**src/rtl/mc_cu.sv**
```systemverilog
// mc_cu: multi-cycle control unit for the multi-cycle CPU datapath.
// Sequences each instruction through IF, ID, EX, MEM and WB. IF and MEM wait
// on mem_ready. Strobes are decoded from the registered state and the
// instruction class captured at ID->EX. retire marks each completed
// instruction.
//
// Optional feature macro: MC_CU_TRAP_EN. When defined, an illegal instruction
// parks the unit in TRAP until reset. When undefined, it retires as a NOP.
//
// Ports:
//   clk, rst_n          clock (rising edge), asynchronous active-low reset
//   opcode, funct       Inst[31:26] and Inst[5:0] from the instruction register
//   zf, sf              ALU zero / sign flags, used in EX for branches
//   mem_ready           memory completed the current access this cycle
//   pc_wr, ir_wr        PC load, instruction register load
//   pc_src              00 PC+4, 01 branch target, 10 jump target
//   alu_src_a/b         0 Rs / 1 shamt ; 0 Rt / 1 extended immediate
//   ext_sel             0 zero-extend, 1 sign-extend
//   reg_dst, data_src   0 Rt / 1 Rd ; 0 ALU result / 1 memory data
//   reg_wr, mem_rd, mem_wr  register write, memory read, memory write
//   alu_ctrl            ALU operation, zero-extended to ALU_CTRL_W
//   state               IF=0 ID=1 EX=2 MEM=3 WB=4 TRAP=7
//   retire, illegal     one-cycle completion and illegal-instruction pulses
module mc_cu #(
    parameter int unsigned ALU_CTRL_W = 4
) (
    input  logic                  clk,
    input  logic                  rst_n,
    input  logic [5:0]            opcode,
    input  logic [5:0]            funct,
    input  logic                  zf,
    input  logic                  sf,
    input  logic                  mem_ready,
    output logic                  pc_wr,
    output logic                  ir_wr,
    output logic [1:0]            pc_src,
    output logic                  alu_src_a,
    output logic                  alu_src_b,
    output logic                  ext_sel,
    output logic                  reg_dst,
    output logic                  data_src,
    output logic                  reg_wr,
    output logic                  mem_rd,
    output logic                  mem_wr,
    output logic [ALU_CTRL_W-1:0] alu_ctrl,
    output logic [2:0]            state,
    output logic                  retire,
    output logic                  illegal
);

    localparam int unsigned CODE_W = 4;

    localparam logic [CODE_W-1:0] ALU_AND  = 4'b0000;
    localparam logic [CODE_W-1:0] ALU_OR   = 4'b0001;
    localparam logic [CODE_W-1:0] ALU_SLL  = 4'b0010;
    localparam logic [CODE_W-1:0] ALU_NOR  = 4'b0011;
    localparam logic [CODE_W-1:0] ALU_ADD  = 4'b0100;
    localparam logic [CODE_W-1:0] ALU_ADDU = 4'b0101;
    localparam logic [CODE_W-1:0] ALU_SUB  = 4'b0110;
    localparam logic [CODE_W-1:0] ALU_SRL  = 4'b0111;
    localparam logic [CODE_W-1:0] ALU_SLTU = 4'b1000;
    localparam logic [CODE_W-1:0] ALU_SLT  = 4'b1001;
    localparam logic [CODE_W-1:0] ALU_XOR  = 4'b1010;

    typedef enum logic [2:0] {
        S_IF   = 3'd0,
        S_ID   = 3'd1,
        S_EX   = 3'd2,
        S_MEM  = 3'd3,
        S_WB   = 3'd4,
        S_TRAP = 3'd7
    } state_t;

    typedef enum logic [2:0] {
        CLS_R    = 3'd0,
        CLS_ALUI = 3'd1,
        CLS_LW   = 3'd2,
        CLS_SW   = 3'd3,
        CLS_BR   = 3'd4
    } cls_t;

    typedef enum logic [2:0] {
        BR_EQ  = 3'd0,
        BR_NE  = 3'd1,
        BR_LTZ = 3'd2,
        BR_GTZ = 3'd3,
        BR_LEZ = 3'd4
    } br_t;

    state_t            cur, nxt;

    logic              dec_ok, dec_j, dec_sa, dec_sb, dec_ext;
    cls_t              dec_cls;
    br_t               dec_br;
    logic [CODE_W-1:0] dec_alu;

    cls_t              d_cls;
    br_t               d_br;
    logic [CODE_W-1:0] d_alu;
    logic              d_sa, d_sb, d_ext;
    logic              taken;

    // Live decode of the instruction register, only consumed in ID.
    always_comb begin
        dec_ok  = 1'b1;
        dec_j   = 1'b0;
        dec_cls = CLS_ALUI;
        dec_br  = BR_EQ;
        dec_alu = ALU_ADD;
        dec_sa  = 1'b0;
        dec_sb  = 1'b1;
        dec_ext = 1'b1;
        case (opcode)
            6'h00: begin
                dec_cls = CLS_R;
                dec_sb  = 1'b0;
                case (funct)
                    6'h20: dec_alu = ALU_ADD;
                    6'h21: dec_alu = ALU_ADDU;
                    6'h22: dec_alu = ALU_SUB;
                    6'h24: dec_alu = ALU_AND;
                    6'h25: dec_alu = ALU_OR;
                    6'h26: dec_alu = ALU_XOR;
                    6'h27: dec_alu = ALU_NOR;
                    6'h2A: dec_alu = ALU_SLT;
                    6'h2B: dec_alu = ALU_SLTU;
                    6'h00: begin dec_alu = ALU_SLL; dec_sa = 1'b1; end
                    6'h02: begin dec_alu = ALU_SRL; dec_sa = 1'b1; end
                    6'h04: dec_alu = ALU_SLL;
                    6'h06: dec_alu = ALU_SRL;
                    default: dec_ok = 1'b0;
                endcase
            end
            6'h08: dec_alu = ALU_ADD;
            6'h09: dec_alu = ALU_ADDU;
            6'h0A: dec_alu = ALU_SLT;
            6'h0B: dec_alu = ALU_SLTU;
            6'h0C: begin dec_alu = ALU_AND; dec_ext = 1'b0; end
            6'h0D: begin dec_alu = ALU_OR;  dec_ext = 1'b0; end
            6'h0E: dec_alu = ALU_XOR;
            6'h23: dec_cls = CLS_LW;
            6'h2B: dec_cls = CLS_SW;
            6'h04: begin dec_cls = CLS_BR; dec_br = BR_EQ;  dec_alu = ALU_SUB; dec_sb = 1'b0; end
            6'h05: begin dec_cls = CLS_BR; dec_br = BR_NE;  dec_alu = ALU_SUB; dec_sb = 1'b0; end
            6'h01: begin dec_cls = CLS_BR; dec_br = BR_LTZ; dec_sb = 1'b0; end
            6'h07: begin dec_cls = CLS_BR; dec_br = BR_GTZ; dec_sb = 1'b0; end
            6'h06: begin dec_cls = CLS_BR; dec_br = BR_LEZ; dec_sb = 1'b0; end
            6'h02: dec_j = 1'b1;
            default: dec_ok = 1'b0;
        endcase
    end

    // State register.
    always_ff @(posedge clk or negedge rst_n) begin
        if (!rst_n) cur <= S_IF;
        else        cur <= nxt;
    end

    // Decode capture at ID->EX; EX/MEM/WB never look at the live opcode.
    always_ff @(posedge clk or negedge rst_n) begin
        if (!rst_n) begin
            d_cls <= CLS_R;
            d_br  <= BR_EQ;
            d_alu <= '0;
            d_sa  <= 1'b0;
            d_sb  <= 1'b0;
            d_ext <= 1'b0;
        end else if (cur == S_ID && nxt == S_EX) begin
            d_cls <= dec_cls;
            d_br  <= dec_br;
            d_alu <= dec_alu;
            d_sa  <= dec_sa;
            d_sb  <= dec_sb;
            d_ext <= dec_ext;
        end
    end

    // Branch condition from the EX flags.
    always_comb begin
        taken = 1'b0;
        case (d_br)
            BR_EQ:   taken = zf;
            BR_NE:   taken = !zf;
            BR_LTZ:  taken = sf;
            BR_GTZ:  taken = !sf && !zf;
            BR_LEZ:  taken = sf || zf;
            default: taken = 1'b0;
        endcase
    end

    // Next state and state-decoded strobes.
    always_comb begin
        nxt       = cur;
        pc_wr     = 1'b0;
        ir_wr     = 1'b0;
        pc_src    = 2'b00;
        alu_src_a = 1'b0;
        alu_src_b = 1'b0;
        ext_sel   = 1'b0;
        reg_dst   = 1'b0;
        data_src  = 1'b0;
        reg_wr    = 1'b0;
        mem_rd    = 1'b0;
        mem_wr    = 1'b0;
        alu_ctrl  = '0;
        retire    = 1'b0;
        illegal   = 1'b0;
        case (cur)
            S_IF: begin
                mem_rd = 1'b1;
                if (mem_ready) begin
                    ir_wr = 1'b1;
                    pc_wr = 1'b1;
                    nxt   = S_ID;
                end
            end
            S_ID: begin
                if (!dec_ok) begin
                    illegal = 1'b1;
`ifdef MC_CU_TRAP_EN
                    nxt     = S_TRAP;
`else
                    retire  = 1'b1;
                    nxt     = S_IF;
`endif
                end else if (dec_j) begin
                    pc_wr  = 1'b1;
                    pc_src = 2'b10;
                    retire = 1'b1;
                    nxt    = S_IF;
                end else begin
                    nxt = S_EX;
                end
            end
            S_EX: begin
                alu_ctrl  = ALU_CTRL_W'(d_alu);
                alu_src_a = d_sa;
                alu_src_b = d_sb;
                ext_sel   = d_ext;
                case (d_cls)
                    CLS_R, CLS_ALUI: nxt = S_WB;
                    CLS_LW, CLS_SW:  nxt = S_MEM;
                    default: begin
                        if (taken) begin
                            pc_wr  = 1'b1;
                            pc_src = 2'b01;
                        end
                        retire = 1'b1;
                        nxt    = S_IF;
                    end
                endcase
            end
            S_MEM: begin
                if (d_cls == CLS_LW) mem_rd = 1'b1;
                else                 mem_wr = 1'b1;
                if (mem_ready) begin
                    if (d_cls == CLS_LW) begin
                        nxt = S_WB;
                    end else begin
                        retire = 1'b1;
                        nxt    = S_IF;
                    end
                end
            end
            S_WB: begin
                reg_wr   = 1'b1;
                retire   = 1'b1;
                reg_dst  = (d_cls == CLS_R);
                data_src = (d_cls == CLS_LW);
                nxt      = S_IF;
            end
`ifdef MC_CU_TRAP_EN
            S_TRAP: nxt = S_TRAP;
`endif
            default: nxt = S_IF;
        endcase
        // Reset silences every strobe at once, including mem_rd in IF.
        if (!rst_n) begin
            pc_wr     = 1'b0;
            ir_wr     = 1'b0;
            pc_src    = 2'b00;
            alu_src_a = 1'b0;
            alu_src_b = 1'b0;
            ext_sel   = 1'b0;
            reg_dst   = 1'b0;
            data_src  = 1'b0;
            reg_wr    = 1'b0;
            mem_rd    = 1'b0;
            mem_wr    = 1'b0;
            alu_ctrl  = '0;
            retire    = 1'b0;
            illegal   = 1'b0;
        end
    end

    assign state = cur;

endmodule

```
**config.mk**
```make
export PLATFORM = sky130hd
export DESIGN_NAME = mc_cu
export DESIGN_NICKNAME = d
export VERILOG_FILES = /design/src/rtl/mc_cu.sv
export SDC_FILE = /design/constraint.sdc
export NUM_CORES = 1
export LEC_CHECK = 0
export CAP_MARGIN = 20
export CORE_ASPECT_RATIO = 0.7
export CORE_MARGIN = 5
export CORE_UTILIZATION = 53
export DETAILED_ROUTE_END_ITERATION = 10
export HOLD_SLACK_MARGIN = 0.06
export PLACE_DENSITY_LB_ADDON = 0.2
export SLEW_MARGIN = 30
export SYNTH_ARGS = -nofsm -noshare
export SYNTH_HDL_FRONTEND = slang
export SYNTH_SLANG_ARGS = --single-unit
```
**constraint.sdc**
```tcl
create_clock -name clk -period 3.8 [get_ports clk]
set_clock_uncertainty 0.2 [all_clocks]
set_input_delay 0.76 -clock clk [delete_from_list [all_inputs] [get_ports clk]]
set_output_delay 0.76 -clock clk [all_outputs]
set_load 0.05 [all_outputs]
```
==> metrics.md, run 1 <==
| Metric | Value |
|---|---|
| Antenna violations before repair | 0 |
| Max_cap viols | 0 |
| Vias in the first global route | 1409 |
| Sequential share of power | between 30 and 40% |
| Min Tclk post-route | 3.71 ns |
| H-tree levels | 1 |
| Sequential-to-total area share from yosys stat | 27.6% |
| Critical Path RT | 2.84 ns |
| Crit end category | output pin |
| Worst-case clock buffer depth | 2 |
| Wire per inst | 18.0 um |
| Fin Setup TNS | 0 ns |
| DIE WIDTH | 72.6 um |
| GR Util All Layers | a little under a quarter |
| PD cells | 311 mW/mm^2 |
| CTS tree | done |
| Final cell count without fillers | 242 |
| Number of synthesis warnings | 0 |
| Number of port buffers | 37 |
| Max Fclk | 0.270 GHz |
| Maximum VDD drop | 0.246 mV |
| Largest family of logic cells by synthesized area | simple AND/OR/NAND/NOR gates |
| Max Slew Vio Count | 0 |
| # hold bufs at CTS | 0 |
| TritonCTS buffer count | 3 |
| Worst-path maximum fanout | 9 |
| Cells after DPL | 239 |
| Reg-to-reg endpoint | d_cls[0] |
| Antenna Nets Post-Route | 0 |
| Vias/cell | just over 6 |
| Commonest non-fill, non-tap cell in the layout | clkdlybuf4s50_1 |
| Synth Area in Adders | 0% |
| Post-Syn Area | 0.00145 mm^2 |
| Final WL | ~4400 um |
| Total grt overflow | 0 |
| Final nets | approximately 230 |
| Hold Vio Cnt, Final | 0 |
| Mux cell area share after synthesis | 9.30% |
| RSZ-0062 raised after global routing | false |
| Clock sink count | 16 |
| Asr flop ratio synth | 100% |
| Largest net degree at the start of global routing | 20 |
| Die area | 0.00390 mm^2 |
| Avg Cell Area, Syn | 8.49 um^2 |
| Worst Hold Class | flip-flop to flip-flop |
| Antenna Diode Count | 0 |
| Drt pass-1 iters | 4 |
| Critical path class | input pin to output pin |
| Layout cells sized above 1 | 23.6% |
| Hold Path Depth | 2 |
| Slew @ Worst Pin | about 0.74 ns |
| # rows | 15 |
| Hold slack | 0.320 ns |
| Postcts setup bufs | 0 |
| Reg2reg start | state[0] |
| Starting density of the core | 57.3% |
| Most frequent cells in the layout | clkdlybuf4s50_1, buf_12, nand2_1 |
| Area Growth Syn to Fin | 41.5% |
| R2r worst-path depth | 5 |
| Core Region | 0.00253 mm^2 |
| Top_reg_cell synth | dfrtp_1 |
| First-pass GRT wire length | 6910 um |
| Simple-gate share of the synthesized area | between 20% and 30% |
| I/O Pins | 38 |
| Post-synth EDFFs | 0 |
| XOR/XNOR Fraction of Synth Area | 0% |
| Distinct cells, synth | 55 |
| Internal power | between 300 and 400 uW |
| Register bit total from synthesis | 16 |
| Synthesized instance count | between 150 and 200 |
| Proportion of power drawn by the clock network | 19.5% |
| Leak | 0.000813 uW |
| Status | finished clean |
| P_sw | ~240 uW |
| Slew HR | approximately 50% |
| 1st-iter DRT viols | 164 |
| Worst skew pair latency | 0.25 ns |
| Vias | 1508 |
| DP HPWL | 3470 um |
| R2R Setup Slk | 1.25 ns |
| Syn_nets | 188 |
| Hold Crit Endpoint | d_alu[2] |
| Reg clk slew, reported paths | 0.06 ns |
| Die Height | 53.8 um |
| Net Sw Frac | between 30 and 40% |
| Hold_sp | d_alu[2] |
| Comb pwr share | 43.3% |
| Post-placement cell area | 0.00201 mm^2 |
| Synth Area in Compound Gates | 25.0% |
| Layout fillers | 159 |
| DRC violations left | 0 |
| Crit share post-route | 97.6% |
| Setup violators final | 0 |
| Root Buffer Master | clkbuf_8 |
| GP Congestion | 0.896 |
| Design area | 0.00206 mm^2 |
| CP Launch Type | input pin |
| Critical Path AT | 2.75 ns |
| Post-CTS Resized | 0 |
==> metal layers <==
metal | track usage [%] | part of all wire (%)
met1 | 31.4 | 44
met2 | 37.4 | 46
met4 | 5.83 | 0.92
met5 | 0 | 0
met3 | 6.53 | 8.1
==> critical path, stage by stage <==
cell and delay, ns:
clkdlybuf4s50_1 0.64, buf_4 0.20, nand4b_1 0.13, nor2_1 0.08, a21oi_2 0.29, nand3_1 0.12, a21boi_0 0.34, buf_12 0.19
==> cell families (layout without fill, tap and decap cells) <==
logic type / after synthesis / count (layout)
compound gates: 44 / 44
flops: 16 / 16
buf+inv: 22 / 59
simple gates: 77 / 77
mux: 12 / 12
==> layout make-up <==
cell class | count | area [um^2] | area share (%)
clock buffer | 3 | 41.3 | 2.01
inverter | 12 | 45.0 | 2.19
multi-input combinational | 133 | 923 | 44.9
sequential | 16 | 400 | 19.5
tap | 34 | 42.5 | 2.07
timing repair buffer | 44 | 603 | 29.3
==> Yosys cell counts, types with 2 or more instances <==
cell | instances | area [um^2]
and2_1 | 4 | 25.0
nor2b_1 | 3 | 18.8
a2111oi_0 | 2 | 17.5
and2b_1 | 2 | 15.0
or3_1 | 3 | 18.8
mux2i_1 | 6 | 60.1
inv_1 | 12 | 45.0
clkbuf_1 | 3 | 11.3
o21ai_0 | 5 | 25.0
mux2_2 | 4 | 45.0
nand2b_1 | 5 | 31.3
a21boi_0 | 2 | 15.0
a21oi_1 | 11 | 55.1
nand3b_1 | 2 | 15.0
nand2_1 | 17 | 63.8
mux2_4 | 2 | 30.0
o22ai_1 | 3 | 18.8
nand4_1 | 3 | 18.8
buf_6 | 4 | 45.0
dfrtp_1 | 16 | 400
nor3_1 | 9 | 45.0
nand4b_1 | 2 | 17.5
nand3_1 | 4 | 20.0
nor2_1 | 12 | 45.0
nor4_1 | 5 | 31.3
==> state kept, by name, summed over array words and instances, names as in the netlist <==
name and count:
d_br 3, d_sb 1, d_alu 4, d_ext 1, d_sa 1, state 3
d_cls 3
==> power by group through the flow <==
stage                     Combinational [uW]  Clock (uW)  Sequential, uW
after global placement                   266           0             235
after global routing                     296         137             242
after floorplan                          169           0             237
after CTS                                275         126             236
after detailed placement                 274           0             239
final                                    277         125             238
==> per-stage QoR <==
| stage | power (uW) | worst slack, ns | util, % |
|---|---|---|---|
| finish | 639 | 0.0930 | 81.1 |
| global route | 674 | 0.0314 | 81.1 |
| CTS | 638 | 0.126 | 81.1 |
| detailed placement | 513 | 0.130 | 79.5 |
| global placement | 502 | 0.160 | 79.5 |
| floorplan | 406 | 0.102 | - |
==> how the worst max path moves through the flow <==
stage               from      to  slack (ns)  cells after the start
2_1_floorplan  opcode[3]  retire        0.10                      6
3_3_place_gp   opcode[1]  retire        0.16                      7
3_5_place_dp   opcode[2]  retire        0.13                      8
4_1_cts        opcode[2]  retire        0.13                      8
5_1_grt        opcode[2]  retire        0.03                      8
6_report       opcode[2]  retire        0.09                      8
Note: power is estimated with default switching activity, not from simulation.
==> run 2, diff against run 1 <==
--- a/config.mk
+++ b/config.mk
@@ -12,7 +12,7 @@
 export DETAILED_ROUTE_END_ITERATION = 10
 export HOLD_SLACK_MARGIN = 0.06
 export PLACE_DENSITY_LB_ADDON = 0.2
-export SLEW_MARGIN = 30
+export SLEW_MARGIN = 20
 export SYNTH_ARGS = -nofsm -noshare
 export SYNTH_HDL_FRONTEND = slang
 export SYNTH_SLANG_ARGS = --single-unit
==> results of run 2 <==
Same layout as run 1: the final DEF is identical, and so are final timing and power.
==> run 3, diff against run 2 <==
==> constraint.sdc (replaced) <==
create_clock -name clk -period 4.4 [get_ports clk]
set_clock_uncertainty 0.2 [all_clocks]
set_input_delay 0.88 -clock clk [delete_from_list [all_inputs] [get_ports clk]]
set_output_delay 0.88 -clock clk [all_outputs]
set_load 0.05 [all_outputs]
==> metrics.md, run 3 (synthesis results as in run 1) <==
| Metric | Value |
|---|---|
| GP Congestion | between 0.8 and 0.9 |
| PD cells | ~270 mW/mm^2 |
| Worst-case clock buffer depth | 2 |
| Final nets | 222 |
| Setup WS post-layout | between 0.3 and 0.4 ns |
| I/O Pins | 38 |
| Layout cells sized above 1 | between 20 and 25% |
| Slew HR | 58.3% |
| 1st-iter DRT viols | 173 |
| CP Cell Sequence | clkdlybuf4s50_1, nor4_4, nand4_1, nand3b_1, o211ai_1, a21boi_0, buf_12 |
| Vias in the first global route | ~1400 |
| Antenna Diode Count | 0 |
| Total grt overflow | 0 |
| Most frequent cells in the layout | clkdlybuf4s50_1, nand2_1, dfrtp_1 |
| Critical Path RT | 3.32 ns |
| CTS tree | done |
| Vias | ~1500 |
| First-pass GRT wire length | 6620 um |
| Wire per inst | 17.7 um |
| Postcts setup bufs | 0 |
| Min Tclk post-route | 4.04 ns |
| Clock sink count | 16 |
| GR Util All Layers | 22.1% |
| Starting density of the core | 57.3% |
| Antenna violations before repair | 0 |
| Hold Vio Cnt, Final | 0 |
| Comb pwr share | 41.9% |
| Worst-path maximum fanout | 8 |
| Post-CTS Resized | 0 |
| Max Fclk | between 0.2 and 0.25 GHz |
| Drt pass-1 iters | 4 |
| Status | finished clean |
| Net Sw Frac | 37.9% |
| Biggest register | d_alu |
| Internal power | 329 uW |
| Reg clk slew, reported paths | 0.06 ns |
| Max FFs per register | 4 |
| Proportion of power drawn by the clock network | roughly a fifth |
| Register Area | approximately 400 um^2 |
| Core Region | 0.00253 mm^2 |
| Area Growth Syn to Fin | 32.9% |
| Maximum VDD drop | 0.210 mV |
| Die Height | 53.8 um |
| Vias/cell | 6.17 |
| Max Slew Vio Count | 0 |
| Multi-input gate area | 923 um^2 |
| P_sw | between 200 and 250 uW |
| DRC violations left | 0 |
| Final WL | around 4200 um |
| Critical path class | input pin to output pin |
| Crit share post-route | 91.9% |
| Max_cap viols | 0 |
| H-tree levels | 1 |
| Fin Setup TNS | 0 ns |
| Commonest non-fill, non-tap cell in the layout | clkdlybuf4s50_1 |
| Slowest cell on the critical path | clkdlybuf4s50_1 |
| Layout fillers | ~180 |
| Crit path largest cell delay | 0.60 ns |
| Leak | 0.000768 uW |
| TritonCTS buffer count | 3 |
| Antenna Nets Post-Route | 0 |
| Number of port buffers | 37 |
| Critical Path AT | ~3.0 ns |
| Sequential share of power | 38.4% |
| CP Launch Type | input pin |
| Crit end category | output pin |
| # rows | 15 |
| Largest net degree at the start of global routing | 20 |
| Pre-CTS setup slack | 0.389 ns |
| DP HPWL | 3270 um |
| Root Buffer Master | clkbuf_8 |
| Worst skew pair latency | 0.24 ns |
| Die area | 0.00390 mm^2 |
| Worst Hold Class | flip-flop to flip-flop |
| DIE WIDTH | 72.6 um |
| Slew @ Worst Pin | 0.620 ns |
| RSZ-0062 raised after global routing | false |
| Setup violators final | 0 |
| # hold bufs at CTS | 0 |
[run 3: cell types whose count changed in the layout (fill, tap and decap cells not counted), sizes merged]
cell  previous run  this run
buf             25        20
[run 3: power groups by stage]
stage	Combinational, uW	Clock [uW]	Sequential [uW]
2_1_floorplan	146	0	205
3_3_place_gp	214	0	203
3_5_place_dp	220	0	206
4_1_cts	221	109	203
5_1_grt	236	114	208
6_report	222	105	204
[run 3: per-layer routing]
| layer | track usage, % | routed length [um] | vias to the layer above |
|---|---|---|---|
| li1 | - | - | 691 |
| met1 | 30.8 | 1940 | 696 |
| met2 | 34.4 | 1890 | 68 |
| met3 | 5.41 | 308 | 8 |
| met4 | 5.52 | 52 | 0 |
| met5 | 0 | 0 | - |
[run 3: final timing paths]
check / start / end / slack, ns / cells after the start
max reg2reg: state[0] / d_cls[1] / 1.92 / 5
min in group asynchronous: rst_n / d_alu[2] / 0.81 / 2
max: opcode[3] / retire / 0.36 / 7
min: d_alu[3] / d_alu[3] / 0.30 / 1
max in group asynchronous: rst_n / d_alu[3] / 2.98 / 2
min reg2reg: d_alu[3] / d_alu[3] / 0.30 / 1
[run 3: cell type report]
class | count | area share (%)
timing repair buffer | 39 | 24.8
inverter | 12 | 2.33
clock buffer | 3 | 2.14
tap | 34 | 2.20
sequential | 16 | 20.7
multi-input combinational | 133 | 47.8
[run 3: through the flow]
step	total power, uW	util [%]	std cells	instance area (um^2)	hold slack, ns
floorplan	350	-	171	1450	0.272
global placement	417	74.6	234	1890	0.285
detailed placement	425	74.6	234	1890	0.291
CTS	533	76.2	237	1930	0.306
global route	558	76.2	237	1930	0.316
finish	531	76.2	237	1930	0.304
[run 3: critical path: cells and delay by family]
kind	cells	cell delay [ns]
AOI/OAI and AO/OA	2	0.44
and+or+nand+nor	3	0.85
buffers and inverters	2	0.79
==> edit (config.mk and constraints of run 2) <==
Build with the macro `MC_CU_TRAP_EN` defined.
--- a/src/rtl/mc_cu.sv
+++ b/src/rtl/mc_cu.sv
@@ -21,6 +21,8 @@
 //   alu_ctrl            ALU operation, zero-extended to ALU_CTRL_W
 //   state               IF=0 ID=1 EX=2 MEM=3 WB=4 TRAP=7
 //   retire, illegal     one-cycle completion and illegal-instruction pulses
+`define MC_CU_TRAP_EN
+
 module mc_cu #(
     parameter int unsigned ALU_CTRL_W = 4
 ) (
Check against the original RTL: not equivalent (Yosys sat finds a counterexample within 4 cycles, from zero or initial values and one cycle with rst_n low).
==> edit against run 2 <==
  * Synthesized area fell by 4.5%
  * Worst setup slack got worse by 0.018 ns
  * Largest cell class unchanged
  * First-iteration DRC count is 16% lower
  * Total power grew 59%
  * Non-clock buffer count increased by 2
  * Fmax shrank 0.48%
  * Synthesized cell count down 4.7%
  * Sequential cell count unchanged
  * Design area is essentially flat
  * Wire length is 2.3% higher
  * Via count up 0.66%
==> edit: results (changes against run 2) <==
status=finished, final reports clean; Leak=0.859 nW (+5.6%); reg2reg setup slack=1.58 ns (+0.33 ns); top post-synthesis cells by area=dfrtp_1 29%, mux2_4 7.6%, nor2_1 4.3%, mux2_2 4.1%, nand2b_1 4.1%; Placer Congestion=0.909 (+1.5%); dpl ws=0.0649 ns (-0.0656 ns); layout cells sized above 1=0.259 (+0.0231); Mapped Nets=180 (-4.3%); vias in the first global route=1,447 (+2.7%); slowest CP cell=clkdlybuf4s50_1; endpoints failing hold=0 (unchanged); Achievable Freq=0.268 GHz (-0.48%); Yosys cell types=46 (-16%); Warnings, synthesis=0 (unchanged); Max Buffers Root-to-Sink=2 (unchanged); Net count, final=219 (-3.5%); Post-CTS Setup Bufs=0 (unchanged); total track usage=0.249 (+0.0149); worst hold margin=0.302 ns (-0.0175 ns); critical path arrival=2.76 ns (about the same); drt first pass iters=5 (+1); initial antenna violation count=0 (unchanged); Largest register FFs=4 (unchanged); hold crit path type=register to register; dpl hpwl=3350 µm (-3.2%); crit-path max cell delay=0.44 ns (-0.20 ns); Clock Tree Root=clkbuf_8; register bank with the most flops=d_alu; Antenna Nets Post-Route=0 (unchanged); port bufs=37 (unchanged); Peak VDD IR=0.266 mV (+7.8%); CP Max Fanout=5 (-4); clock slew at reported path FFs=0.07 ns; n_diodes=0 (unchanged); largest net degree at the start of global routing=19 (-5.0%); post-synthesis sequential area ratio=0.289 (+0.0129); DR vias/cell=6.46 (+3.7%); Skew-Pair Late Insertion Delay=0.25 ns (about the same); first-pass GRT wire length=7260 µm (+5.0%); CTS Buf Count=3 (unchanged); Commonest cells post-synth=16 x dfrtp_1, 16 x nor2_1, 11 x nand2_1; Post-synth ARST share=1.00 (unchanged); Slew HR=0.666 (+0.171); initial DRC count=138 (-16%); H-tree levels=1 (unchanged); routed wire length=4450 µm (+2.3%)
-- edit: cell families after synthesis --
family,count (synthesis),share of synthesized area
simple gates,78,0.319
compound gates,36,0.191
buf+inv,17,0.0577
flops,16,0.289
mux,14,0.131
xor+xnor,2,0.0126
-- edit: repair_timing --
action / 4_1_cts / 5_1_grt
setup endpoints to repair: 1 / 1
pin swaps: 0 / 0
resized for setup: 1 / 1
-- edit: path summary, 6_finish.rpt --
| kind | from | depth (start not counted) | end |
|---|---|---|---|
| max | opcode[5] | 8 | pc_wr |
| min | d_sa | 1 | d_sa |
| max reg2reg | state[0] | 4 | d_alu[2] |
| min reg2reg | d_sa | 1 | d_sa |
| max in group asynchronous | rst_n | 2 | d_sa |
| min in group asynchronous | rst_n | 2 | d_cls[0] |
-- edit: stage by stage --
stage / cell area (µm²) / cells / total power [W] / TNS [ns] / util
after detailed placement: 1990 / 231 / 0.000842 / 0 / 0.804
after CTS: 2050 / 235 / 0.00100 / 0 / 0.828
after floorplan: 1390 / 163 / 0.000623 / -0.0950 / -
after global placement: 1990 / 231 / 0.000819 / 0 / 0.804
final: 2060 / 235 / 0.00102 / 0 / 0.830
after global routing: 2060 / 235 / 0.00106 / 0 / 0.830
-- edit: critical path, delay by kind of cell --
family,cells,cell delay (ns)
AO/OA/AOI/OAI,1,0.23
buffers and inverters,3,0.78
multiplexers,1,0.07
AND/OR/NAND/NOR,3,0.92
-- edit: where the power goes --
group / leakage [nW] / switching (W) / internal, W / total, W
sequential: 0.202 / 0.0000852 / 0.000223 / 0.000308
combinational: 0.628 / 0.000306 / 0.000245 / 0.000551
clock: 0.0288 / 0.0000656 / 0.0000921 / 0.000158
-- edit: routing by layer --
metal,track usage,vias to the layer above,share of wire
li1,-,677,-
met1,0.312,703,0.38
met2,0.418,116,0.48
met3,0.0651,22,0.10
met4,0.0813,0,0.035
met5,0,-,0
-- edit: cell type report --
class / instances / area, µm²
multi-input cells: 130 / 922
repair buffers: 46 / 618
fillers: 149 / 420
flip-flops and latches: 16 / 400
clock buffers: 4 / 55.1
well taps: 34 / 42.5
inverters: 5 / 18.8
